File: src/rtl/fetch_pkg.sv
`default_nettype none
// ============================================================================
// Module      : fetch_pkg
// Description : Shared types and constants for the instruction-fetch stage.
//               Defines the fetch FSM state type and the opcode field
//               position within an instruction word.
// Revision    : 1.0 - initial release
// ============================================================================
package fetch_pkg;

    typedef enum logic [2:0] {
        S_RESET = 3'd0,
        S_IF1   = 3'd1,
        S_IF2   = 3'd2,
        S_VALID = 3'd3,
        S_HALT  = 3'd4
    } fetch_state_t;

    localparam logic [2:0] HALT_OP_DEFAULT = 3'b111;
    localparam int         OPCODE_MSB      = 15;
    localparam int         OPCODE_LSB      = 13;

endpackage : fetch_pkg
`default_nettype wire

File: src/rtl/pc_reg.sv
`default_nettype none
// ============================================================================
// Module      : pc_reg
// Description : Program counter register. Asynchronously cleared, with a
//               load enable (takes load_val) and an increment enable that
//               wraps modulo 2^ADDR_W. Load has priority over increment.
// Ports       : clk, rst_n (async active-low clear), load, load_val[ADDR_W],
//               inc, pc[ADDR_W] (registered output)
// Revision    : 1.0 - initial release
// ============================================================================
module pc_reg #(
    parameter int ADDR_W = 8
) (
    input  logic              clk,
    input  logic              rst_n,
    input  logic              load,
    input  logic [ADDR_W-1:0] load_val,
    input  logic              inc,
    output logic [ADDR_W-1:0] pc
);

    logic [ADDR_W-1:0] r_pc;

    always_ff @(posedge clk or negedge rst_n) begin
        if (!rst_n) begin
            r_pc <= '0;
        end else if (load) begin
            r_pc <= load_val;
        end else if (inc) begin
            // Natural overflow of the ADDR_W-bit sum gives the wrap to zero.
            r_pc <= r_pc + ADDR_W'(1);
        end
    end

    assign pc = r_pc;

endmodule : pc_reg
`default_nettype wire

File: src/rtl/fetch_unit.sv
`default_nettype none
// ============================================================================
// Module      : fetch_unit
// Description : Instruction-fetch stage. Holds PC and IR, loads start_pc
//               after reset, reads one RAM word per instruction and offers
//               it to the controller over a valid/ready handshake. Yields
//               the RAM port while the controller performs data accesses
//               and stops permanently once a HALT instruction is consumed.
// Ports       : clk, rst_n (async active-low), start_pc, dmem_busy,
//               mem_rdata, mem_rd, mem_addr, ir, ir_valid, ir_ready, pc,
//               halted; with BREAKPOINT_EN also bp_en, bp_addr.
// Config      : BREAKPOINT_EN - when defined, a fetch from bp_addr with
//               bp_en set halts instead of issuing the read.
// Revision    : 1.0 - initial release
// ============================================================================
module fetch_unit
    import fetch_pkg::*;
#(
    parameter int         ADDR_W  = 8,
    parameter int         DATA_W  = 16,
    parameter logic [2:0] HALT_OP = HALT_OP_DEFAULT
) (
    input  logic              clk,
    input  logic              rst_n,
    input  logic [ADDR_W-1:0] start_pc,
    input  logic              dmem_busy,
    input  logic [DATA_W-1:0] mem_rdata,
    output logic              mem_rd,
    output logic [ADDR_W-1:0] mem_addr,
    output logic [DATA_W-1:0] ir,
    output logic              ir_valid,
    input  logic              ir_ready,
    output logic [ADDR_W-1:0] pc,
`ifdef BREAKPOINT_EN
    input  logic              bp_en,
    input  logic [ADDR_W-1:0] bp_addr,
`endif
    output logic              halted
);

    fetch_state_t      r_state;
    fetch_state_t      w_next_state;
    logic [DATA_W-1:0] r_ir;
    logic [ADDR_W-1:0] w_pc;
    logic              w_pc_load;
    logic              w_pc_inc;
    logic              w_ir_load;
    logic              w_mem_rd;
    logic              w_bp_hit;
    logic              w_is_halt;

`ifdef BREAKPOINT_EN
    assign w_bp_hit = bp_en && (w_pc == bp_addr);
`else
    assign w_bp_hit = 1'b0;
`endif

    assign w_is_halt = (r_ir[OPCODE_MSB:OPCODE_LSB] == HALT_OP);

    pc_reg #(
        .ADDR_W (ADDR_W)
    ) u_pc_reg (
        .clk      (clk),
        .rst_n    (rst_n),
        .load     (w_pc_load),
        .load_val (start_pc),
        .inc      (w_pc_inc),
        .pc       (w_pc)
    );

    always_ff @(posedge clk or negedge rst_n) begin
        if (!rst_n) begin
            r_state <= S_RESET;
        end else begin
            r_state <= w_next_state;
        end
    end

    always_comb begin
        w_next_state = r_state;
        w_pc_load    = 1'b0;
        w_pc_inc     = 1'b0;
        w_ir_load    = 1'b0;
        w_mem_rd     = 1'b0;
        case (r_state)
            S_RESET: begin
                w_pc_load    = 1'b1;
                w_next_state = S_IF1;
            end
            S_IF1: begin
                // Breakpoint outranks the data-access stall: no read is
                // ever issued from the breakpoint address.
                if (w_bp_hit) begin
                    w_next_state = S_HALT;
                end else if (!dmem_busy) begin
                    w_mem_rd     = 1'b1;
                    w_next_state = S_IF2;
                end
            end
            S_IF2: begin
                // RAM data for the read issued in S_IF1 is present now.
                w_ir_load    = 1'b1;
                w_pc_inc     = 1'b1;
                w_next_state = S_VALID;
            end
            S_VALID: begin
                if (ir_ready) begin
                    w_next_state = w_is_halt ? S_HALT : S_IF1;
                end
            end
            S_HALT: begin
                w_next_state = S_HALT;
            end
            default: begin
                w_next_state = S_RESET;
            end
        endcase
    end

    always_ff @(posedge clk or negedge rst_n) begin
        if (!rst_n) begin
            r_ir <= '0;
        end else if (w_ir_load) begin
            r_ir <= mem_rdata;
        end
    end

    assign mem_rd   = w_mem_rd;
    assign mem_addr = w_pc;
    assign pc       = w_pc;
    assign ir       = r_ir;
    assign ir_valid = (r_state == S_VALID);
    assign halted   = (r_state == S_HALT);

endmodule : fetch_unit
`default_nettype wire

File: config.mk
export PLATFORM = sky130hd
export DESIGN_NAME = fetch_unit
export DESIGN_NICKNAME = d
export VERILOG_FILES = /design/src/rtl/fetch_pkg.sv /design/src/rtl/pc_reg.sv /design/src/rtl/fetch_unit.sv
export SDC_FILE = /design/constraint.sdc
export NUM_CORES = 1
export LEC_CHECK = 0
export CORE_MARGIN = 3
export CORE_UTILIZATION = 38
export CTS_BUF_LIST = sky130_fd_sc_hd__clkbuf_4 sky130_fd_sc_hd__clkbuf_8
export DETAILED_ROUTE_END_ITERATION = 12
export PLACE_DENSITY_LB_ADDON = 0.12
export SYNTH_ARGS = -nofsm -noshare
export SYNTH_HDL_FRONTEND = slang
export SYNTH_SLANG_ARGS = --single-unit
File: constraint.sdc
create_clock -name clk -period 1.65 [get_ports clk]
set_input_delay 0.495 -clock clk [delete_from_list [all_inputs] [get_ports clk]]
set_output_delay 0.495 -clock clk [all_outputs]
set_load 0.01 [all_outputs]
==> reports/summary.txt, run 1 <==
Slowest cell on crit path - dfrtp_1
Tmin final - 1.76 ns
syn_nets - 147
Synth async-reset ratio - 100%
Clock Skew - 0.00217 ns
port bufs - 62
Top delay family on crit path - flip-flops
RSZ-0062 raised after global routing - yes
layout cells sized above 1 - 36.1%
ys flop type - dfrtp_1
failing checks - negative setup slack
mapped cell area - 1330 sq um
Crit Path Max Fanout - 3
Skew-Pair Late Insertion Delay - 0.31 ns
most common cell in the synthesized netlist - dfrtp_1
Worst-Margin Slew - 0.521 ns
gpl congestion - 0.814
Peak VDD IR - 1.09 mV
final hold vios - 0
Initial Util - 41.5%
# DRC - 0
routed length per instance - 14.7 microns
Pwr Total - 4.23 mW
register area share after synthesis - 50.8%
number of synthesized flops with an enable pin - 0
Root Driver - clkbuf_4
maxcap violations - 0
WP data arrival - 1.26 ns
Synth area leaders - dfrtp_1 (51%), mux2_2 (14%), buf_4 (5.1%)
# IOs - 63
maximum root-to-sink buffer count - 2
worst hold path class - in -> async
H-Tree Depth - 1
post-synthesis cell type count - 30
Layout area overhead - 75.1%
Largest register FFs - 16
gr usage total - 18.1%
pwr/cell area - 1820 nW/um^2
R2R Path End - ir[15]
Critical Path RT - 1.15 ns
Std-Cell Rows - 20
Die Y-Extent - 65.2 microns
share of the synthesized area in the top cell type - 50.8%
CP Launch Type - flip-flop
ANT cells - 0
Worst path depth - 3
initial antenna violation count - 0
flops & latches, synth - 27
Die Span X - 65.2 microns
r2r worst-path depth - 6
design area - 2330 sq um
placement-stage cell area - 2010 sq um
ANT nets after route - 0
drt total wl - 3710 microns
R2R setup slack - -0.04 ns
via count - 1277
Synth warnings - 0
Core Area - 3200 sq um
post-route setup slack - -0.110 ns
status - complete, but fails checks
Fin Setup TNS - -0.652 ns
crit path to - mem_rd
vias in the first global route - 1354
critical register-to-register path startpoint - r_state[2]
total CTS buffers - 3
final setup violation count - 19
CTS tree - yes
Clock transition at path regs - 0.15 ns
DP HPWL - 2440 microns
global-route wire length before repair - 6030 microns
Max Fclk - 568 MHz
LEAKAGE - 1.07 nW
TritonRoute pass-1 iters - 4
dpl ws - -0.508 ns
crit-path cells - or2b_1 -> nor3_2 -> buf_2
Period Utilization, post-route - 107%
nets - 238
Worst Path Class, Setup - reg -> out
Worst slew margin - 64.8%
largest area contributor in the netlist - dfrtp_1
Max stage delay on crit path - 0.42 ns
Post-synth top cells - dfrtp_1 (27), mux2_2 (16), a21oi_1 (9), buf_4 (9), nand3_1 (8)
Synth Instances - 118
total gr overflow - 0
total die area - 4250 sq um
CP Buf/Inv Count - 1
synthesized area per cell - 11.3 sq um
Final Util - 72.7%
clock sinks - 27
drt via density - 5.07
crit end category - output pin
final slew viol count - 0
largest net degree at the start of global routing - 28
Starting DRT DRC Count - 58
Setup crit start - r_state[2]
[layout make-up]
cell class / instances / area [sq um]
timing repair buffer: 100 / 902
fill: 243 / 875
sequential: 27 / 678
multi-input combinational: 75 / 658
tap: 44 / 55.1
clock buffer: 3 / 22.5
inverter: 2 / 7.51
clock inverter: 1 / 5.00
[cells in the final DEF (no fill, tap or decap), types with 4 or more instances in the layout]
cell / instances
nand2_1: 5
nor2_1: 4
nand3_1: 6
clkdlybuf4s15_1: 5
a21oi_1: 6
buf_4: 31
nand2b_1: 4
clkdlybuf4s50_1: 27
dlygate4sd2_1: 26
mux2_4: 16
buf_6: 5
dfrtp_1: 25
[worst min-delay path by stage]
stage | start | end | slack [ns] | cells past startpoint
final | rst_n | u_pc_reg.pc[7] | 0.52 | 2
after detailed placement | r_state[2] | r_state[0] | 0.47 | 1
after floorplan | rst_n | ir[0] | 0.20 | 0
after global routing | rst_n | u_pc_reg.pc[7] | 0.55 | 2
after CTS | rst_n | u_pc_reg.pc[7] | 0.53 | 2
after global placement | r_state[2] | r_state[0] | 0.45 | 1
[cells by family (layout without fill, tap and decap cells)]
group	Yosys count	after routing	share of synthesized area, %
multiplexers	18	18	15.1
AND/OR/NAND/NOR	34	34	14.7
buffers and inverters	16	106	8.28
adder cells (fa/ha/maj)	1	1	0.941
AO/OA/AOI/OAI	22	22	10.3
flip-flops	27	27	50.8
[power breakdown]
part	internal, mW	switching [mW]	total, mW
Sequential	0.987	0.189	1.18
Combinational	1.60	1.17	2.77
Clock	0.0906	0.196	0.287
Total	2.67	1.56	4.23
[metrics by stage]
stage / instances / hold WS (ns)
6_report: 252 / 0.524
5_1_grt: 252 / 0.546
4_1_cts: 250 / 0.525
3_5_place_dp: 222 / 0.467
3_3_place_gp: 222 / 0.450
2_1_floorplan: 118 / 0.199
[layer usage]
layer	GRT usage (%)	part of all wire [%]	routed length, microns
met3	4.96	6.6	246
met5	0	0	0
met2	35.1	53	1980
met1	19.0	39	1430
met4	4.15	1.5	54
[repair_timing]
item	in CTS	in global routing
pin swaps	5	8
gates resized for setup	63	24
cloned	1	0
setup endpoints to repair	35	30
setup buffers	24	3
hold buffers	0	0
endpoints found under the hold margin	0	0
Note: power is estimated with default switching activity, not from simulation.
==> run 2: changes to the inputs <==
SETUP_SLACK_MARGIN = 0.1   (was default)
==> reports/summary.txt, run 2 (synthesized netlist as in run 1, its figures left out) <==
Crit Path Max Fanout - 3
r2r worst-path depth - 6
global routing's busiest layer - met2
total gr overflow - 0
gr usage total - 17.8%
cell-internal power - 2.83 mW
failing checks - negative setup slack
Std-Cell Rows - 20
post-route setup slack - -0.144 ns
Initial Util - 41.5%
design area - 2390 sq um
critical register-to-register path startpoint - r_state[0]
met2 Usage GRT - 32.4%
total die area - 4250 sq um
status - complete, but fails checks
global-route wire length before repair - 5980 microns
Largest register FFs - 16
sequential power share - 26.9%
placement-stage cell area - 1990 sq um
crit end category - output pin
TritonRoute pass-1 iters - 4
final slew viol count - 0
nets - 240
R2R setup slack - -0.10 ns
clock sinks - 27
hold buffer count at cts - 0
R2R Path End - u_pc_reg.pc[5]
CP Launch Type - flip-flop
drt total wl - 3850 microns
met3 Resource Use GR - 3.76%
Starting DRT DRC Count - 53
crit path to - mem_rd
Comb pwr share - 66.6%
largest net degree at the start of global routing - 28
total CTS buffers - 3
ANT cells - 0
final setup violation count - 18
maxcap violations - 0
Critical Path RT - 1.15 ns
Peak VDD IR - 0.883 mV
Die Y-Extent - 65.2 microns
RSZ-0062 raised after global routing - yes
pwr/cell area - 1870 nW/um^2
gpl congestion - 0.751
Core Area - 3200 sq um
Worst slew margin - 68.8%
# DRC - 0
Layout area overhead - 79.5%
commonest non-fill, non-tap cell in the layout - buf_4
routed length per instance - 15.2 microns
port bufs - 62
ANT nets after route - 0
# IOs - 63
GR Util met1 - 20.8%
DP HPWL - 2360 microns
clock share of power - 6.5%
layout cells sized above 1 - 42.9%
most frequent cells in the layout - buf_4 (32), clkdlybuf4s50_1 (27), dfrtp_1 (23)
initial antenna violation count - 0
Clock transition at path regs - 0.15 ns
WP data arrival - 1.30 ns
Period Utilization, post-route - 109%
maximum root-to-sink buffer count - 2
drt via density - 4.99
Root Driver - clkbuf_4
Worst Path Class, Setup - reg -> out
switching part of the total power - 36.6%
Skew-Pair Late Insertion Delay - 0.32 ns
vias in the first global route - 1302
Tmin final - 1.79 ns
Worst-Margin Slew - 0.466 ns
Setup crit start - r_state[2]
final hold vios - 0
Clock Skew - 0.00372 ns
via count - 1267
Max Fclk - 557 MHz
worst hold path class - in -> async
LEAKAGE - 1.08 nW
H-Tree Depth - 1
P_sw - 1.63 mW
placed insts - 219
Die Span X - 65.2 microns
CTS tree - yes
Non-Filler Instances - 254
-- run 2: changes by cell type in the layout (fill, tap and decap cells not counted), moves of 2 or more --
| cell | before | now |
|---|---|---|
| dlygate4sd2_1 | 26 | 5 |
| dfrtp_1 | 25 | 23 |
| a2bb2oi_1 | 2 | 0 |
| buf_2 | 3 | 5 |
| dfrtp_2 | 2 | 4 |
| a2bb2oi_2 | 0 | 2 |
| clkdlybuf4s15_1 | 5 | 19 |
| buf_6 | 5 | 11 |
-- run 2: final cells by class --
type,instances,area (sq um)
Inverter,2,7.51
Tap cell,44,55.1
Sequential cell,27,681
Clock buffer,3,22.5
Fill cell,242,816
Clock inverter,1,5.00
Multi-Input combinational cell,75,673
Timing Repair Buffer,102,943
-- run 2: metrics by stage --
step                total power, mW  worst slack, ns  utilization, %  hold slack (ns)  setup TNS, ns
floorplan                      2.43            0.107               -            0.199              0
global placement               3.39           -0.492            62.1            0.489         -0.715
detailed placement             3.46           -0.490            62.1            0.496         -0.811
CTS                            3.92           -0.155            67.8            0.523         -0.397
global route                   4.78           -0.208            74.5            0.541          -2.00
finish                         4.47           -0.144            74.5            0.525         -0.728
-- run 2: power groups by stage --
stage / Clock, mW / Sequential, mW / Combinational [mW]
after floorplan: 0 / 1.38 / 1.04
after global placement: 0 / 1.25 / 2.14
after detailed placement: 0 / 1.29 / 2.17
after CTS: 0.299 / 1.17 / 2.45
after global routing: 0.333 / 1.24 / 3.20
final: 0.291 / 1.20 / 2.97
-- run 2: how the worst min path moves through the flow --
stage	from	endpoint	slack (ns)	cells past startpoint
after floorplan	rst_n	ir[0]	0.20	0
after global placement	ir[7]	ir[7]	0.49	1
after detailed placement	ir[3]	ir[3]	0.50	1
after CTS	ir[8]	ir[8]	0.52	1
after global routing	rst_n	r_state[2]	0.54	2
final	rst_n	r_state[0]	0.52	2
-- run 2: timing repair --
action | 4_1_cts | 5_1_grt
setup buffers | 23 | 9
endpoints found under the setup margin | 54 | 47
gates resized for setup | 80 | 52
cloned | 1 | 0
pin swaps | 6 | 7
-- run 2: per-layer routing --
| metal | up-vias | part of all wire [%] |
|---|---|---|
| met5 | - | 0 |
| met4 | 0 | 0.80 |
| met1 | 622 | 39 |
| met3 | 4 | 6.2 |
| li1 | 600 | - |
| met2 | 41 | 54 |
-- run 2: critical path, cell delays in order, from the launching register on --
cell and delay, ns:
dfrtp_1 0.42, or2b_1 0.26, nor3_1 0.14, buf_2 0.16
==> run 3: changes to the inputs <==
CORE_UTILIZATION = 36   (was 38)
CTS_BUF_LIST = sky130_fd_sc_hd__clkbuf_4 sky130_fd_sc_hd__clkbuf_8 sky130_fd_sc_hd__clkbuf_16   (was sky130_fd_sc_hd__clkbuf_4 sky130_fd_sc_hd__clkbuf_8)
==> reports/summary.txt, run 3 (synthesized netlist as in run 1, its figures left out) <==
via count - 1212
final hold vios - 0
total die area - 4460 sq um
ANT cells - 0
ANT nets after route - 0
Top delay family on crit path - flip-flops
WHS - 0.512 ns
Std-Cell Rows - 21
RSZ-0062 raised after global routing - yes
Seq. cell area - 679 sq um
# DRC - 0
commonest non-fill, non-tap cell in the layout - dlygate4sd2_1
TritonRoute pass-1 iters - 5
Initial Util - 38.6%
WP data arrival - 1.20 ns
DP HPWL - 2310 microns
Slowest cell on crit path - dfrtp_1
H-Tree Depth - 1
Die Y-Extent - 66.8 microns
maxcap violations - 0
Worst slew margin - 73.7%
clock sinks - 27
Peak VDD IR - 0.897 mV
drt total wl - 3490 microns
Worst-Margin Slew - 0.393 ns
post-route setup slack - -0.0439 ns
Period Utilization, post-route - 103%
most frequent cells in the layout - dlygate4sd2_1 (33), clkdlybuf4s50_1 (26), dfrtp_1 (24)
maximum root-to-sink buffer count - 2
Clock transition at path regs - 0.09 ns
Worst Path Class, Setup - reg -> out
Tmin final - 1.69 ns
CP Launch Type - flip-flop
Crit Path Max Fanout - 3
worst hold path class - reg -> reg
status - complete, but fails checks
routed length per instance - 14.5 microns
Fin Setup TNS - -0.0696 ns
drt via density - 5.03
LEAKAGE - 1.01 nW
Fillers - 299
Layout area overhead - 68.8%
layout cells sized above 1 - 31.3%
global-route wire length before repair - 5560 microns
Critical Path RT - 1.15 ns
nets - 225
pwr/cell area - 1820 nW/um^2
final slew viol count - 0
gr usage total - 16.4%
Max stage delay on crit path - 0.41 ns
Core Area - 3440 sq um
Final Util - 65.2%
port bufs - 62
area of the multi-input gates - 649 sq um
Die Span X - 66.8 microns
Max Fclk - 590 MHz
failing checks - negative setup slack
crit end category - output pin
gpl congestion - 0.725
Largest register FFs - 16
Starting DRT DRC Count - 85
Clock Skew - 0.00228 ns
Root Driver - clkbuf_8
largest net degree at the start of global routing - 28
CTS tree - yes
total gr overflow - 0
dpl ws - -0.510 ns
vias in the first global route - 1240
Skew-Pair Late Insertion Delay - 0.27 ns
total CTS buffers - 3
CP Buf/Inv Count - 1
crit-path cells - or2b_1 -> nor3_2 -> buf_2
final setup violation count - 2
initial antenna violation count - 0
# IOs - 63
-- run 3: changes by cell type in the layout (fill, tap and decap cells not counted), moves of 2 or more --
cell / delta
nand3_2: -2
buf_4: -14
buf_2: -2
nand3_1: +2
clkbuf_4: -3
dlygate4sd2_1: +28
clkbuf_8: +3
buf_6: -7
clkdlybuf4s15_1: -19
or4_4: -2
or4_1: +2
-- run 3: through the flow --
stage,power [mW],std cells,instance area (sq um)
CTS,3.96,241,2190
global placement,3.37,220,1980
floorplan,2.43,118,1340
global route,4.38,241,2240
finish,4.08,241,2240
detailed placement,3.43,220,1980
-- run 3: repair_timing --
| item | CTS | global route |
|---|---|---|
| resized for setup | 62 | 20 |
| hold endpoints to repair | 0 | 0 |
| setup endpoints to repair | 54 | 24 |
| buffers inserted | 16 | 3 |
| cloned | 1 | 0 |
| pin swaps | 8 | 5 |
| hold buffers | 0 | 0 |
-- run 3: worst paths after layout --
check | startpoint | to | slack [ns] | depth (start not counted)
worst max register to register | r_state[0] | ir[14] | 0.04 | 6
max in group asynchronous | rst_n | u_pc_reg.pc[0] | 0.78 | 2
worst min-delay path | ir[1] | ir[1] | 0.51 | 1
min in group asynchronous | rst_n | r_state[0] | 0.59 | 2
worst min register to register | ir[1] | ir[1] | 0.51 | 1
worst max-delay path | r_state[2] | mem_rd | -0.04 | 3
-- run 3: per-layer routing --
layer	up-vias	global-route usage, %	wire length, microns
met5	-	0	0
met4	0	6.09	38
met3	4	3.88	216
met2	42	29.1	1780
met1	594	19.0	1450
li1	572	-	-
-- run 3: power breakdown --
| part | switching (mW) | leakage [nW] | total [mW] | internal (mW) |
|---|---|---|---|---|
| Clock | 0.207 | 0.0255 | 0.376 | 0.169 |
| Sequential | 0.211 | 0.312 | 1.20 | 0.992 |
| Combinational | 1.08 | 0.674 | 2.50 | 1.41 |
| Total | 1.50 | 1.01 | 4.08 | 2.58 |
-- run 3: cell type report --
class	instances	share of cell area [%]
Clock buffer	3	1.84
Clock inverter	1	0.223
Inverter	2	0.334
Multi-Input combinational cell	75	28.9
Sequential cell	27	30.3
Tap cell	46	2.56
Timing Repair Buffer	87	35.8
-- run 3: worst reg2reg max path, cell delays in order, from the launching register on --
cell and delay [ns]:
dfrtp_1 0.41, buf_6 0.13, or2_4 0.27, nor2_4 0.15, buf_6 0.12, buf_12 0.12
mux2_4 0.30
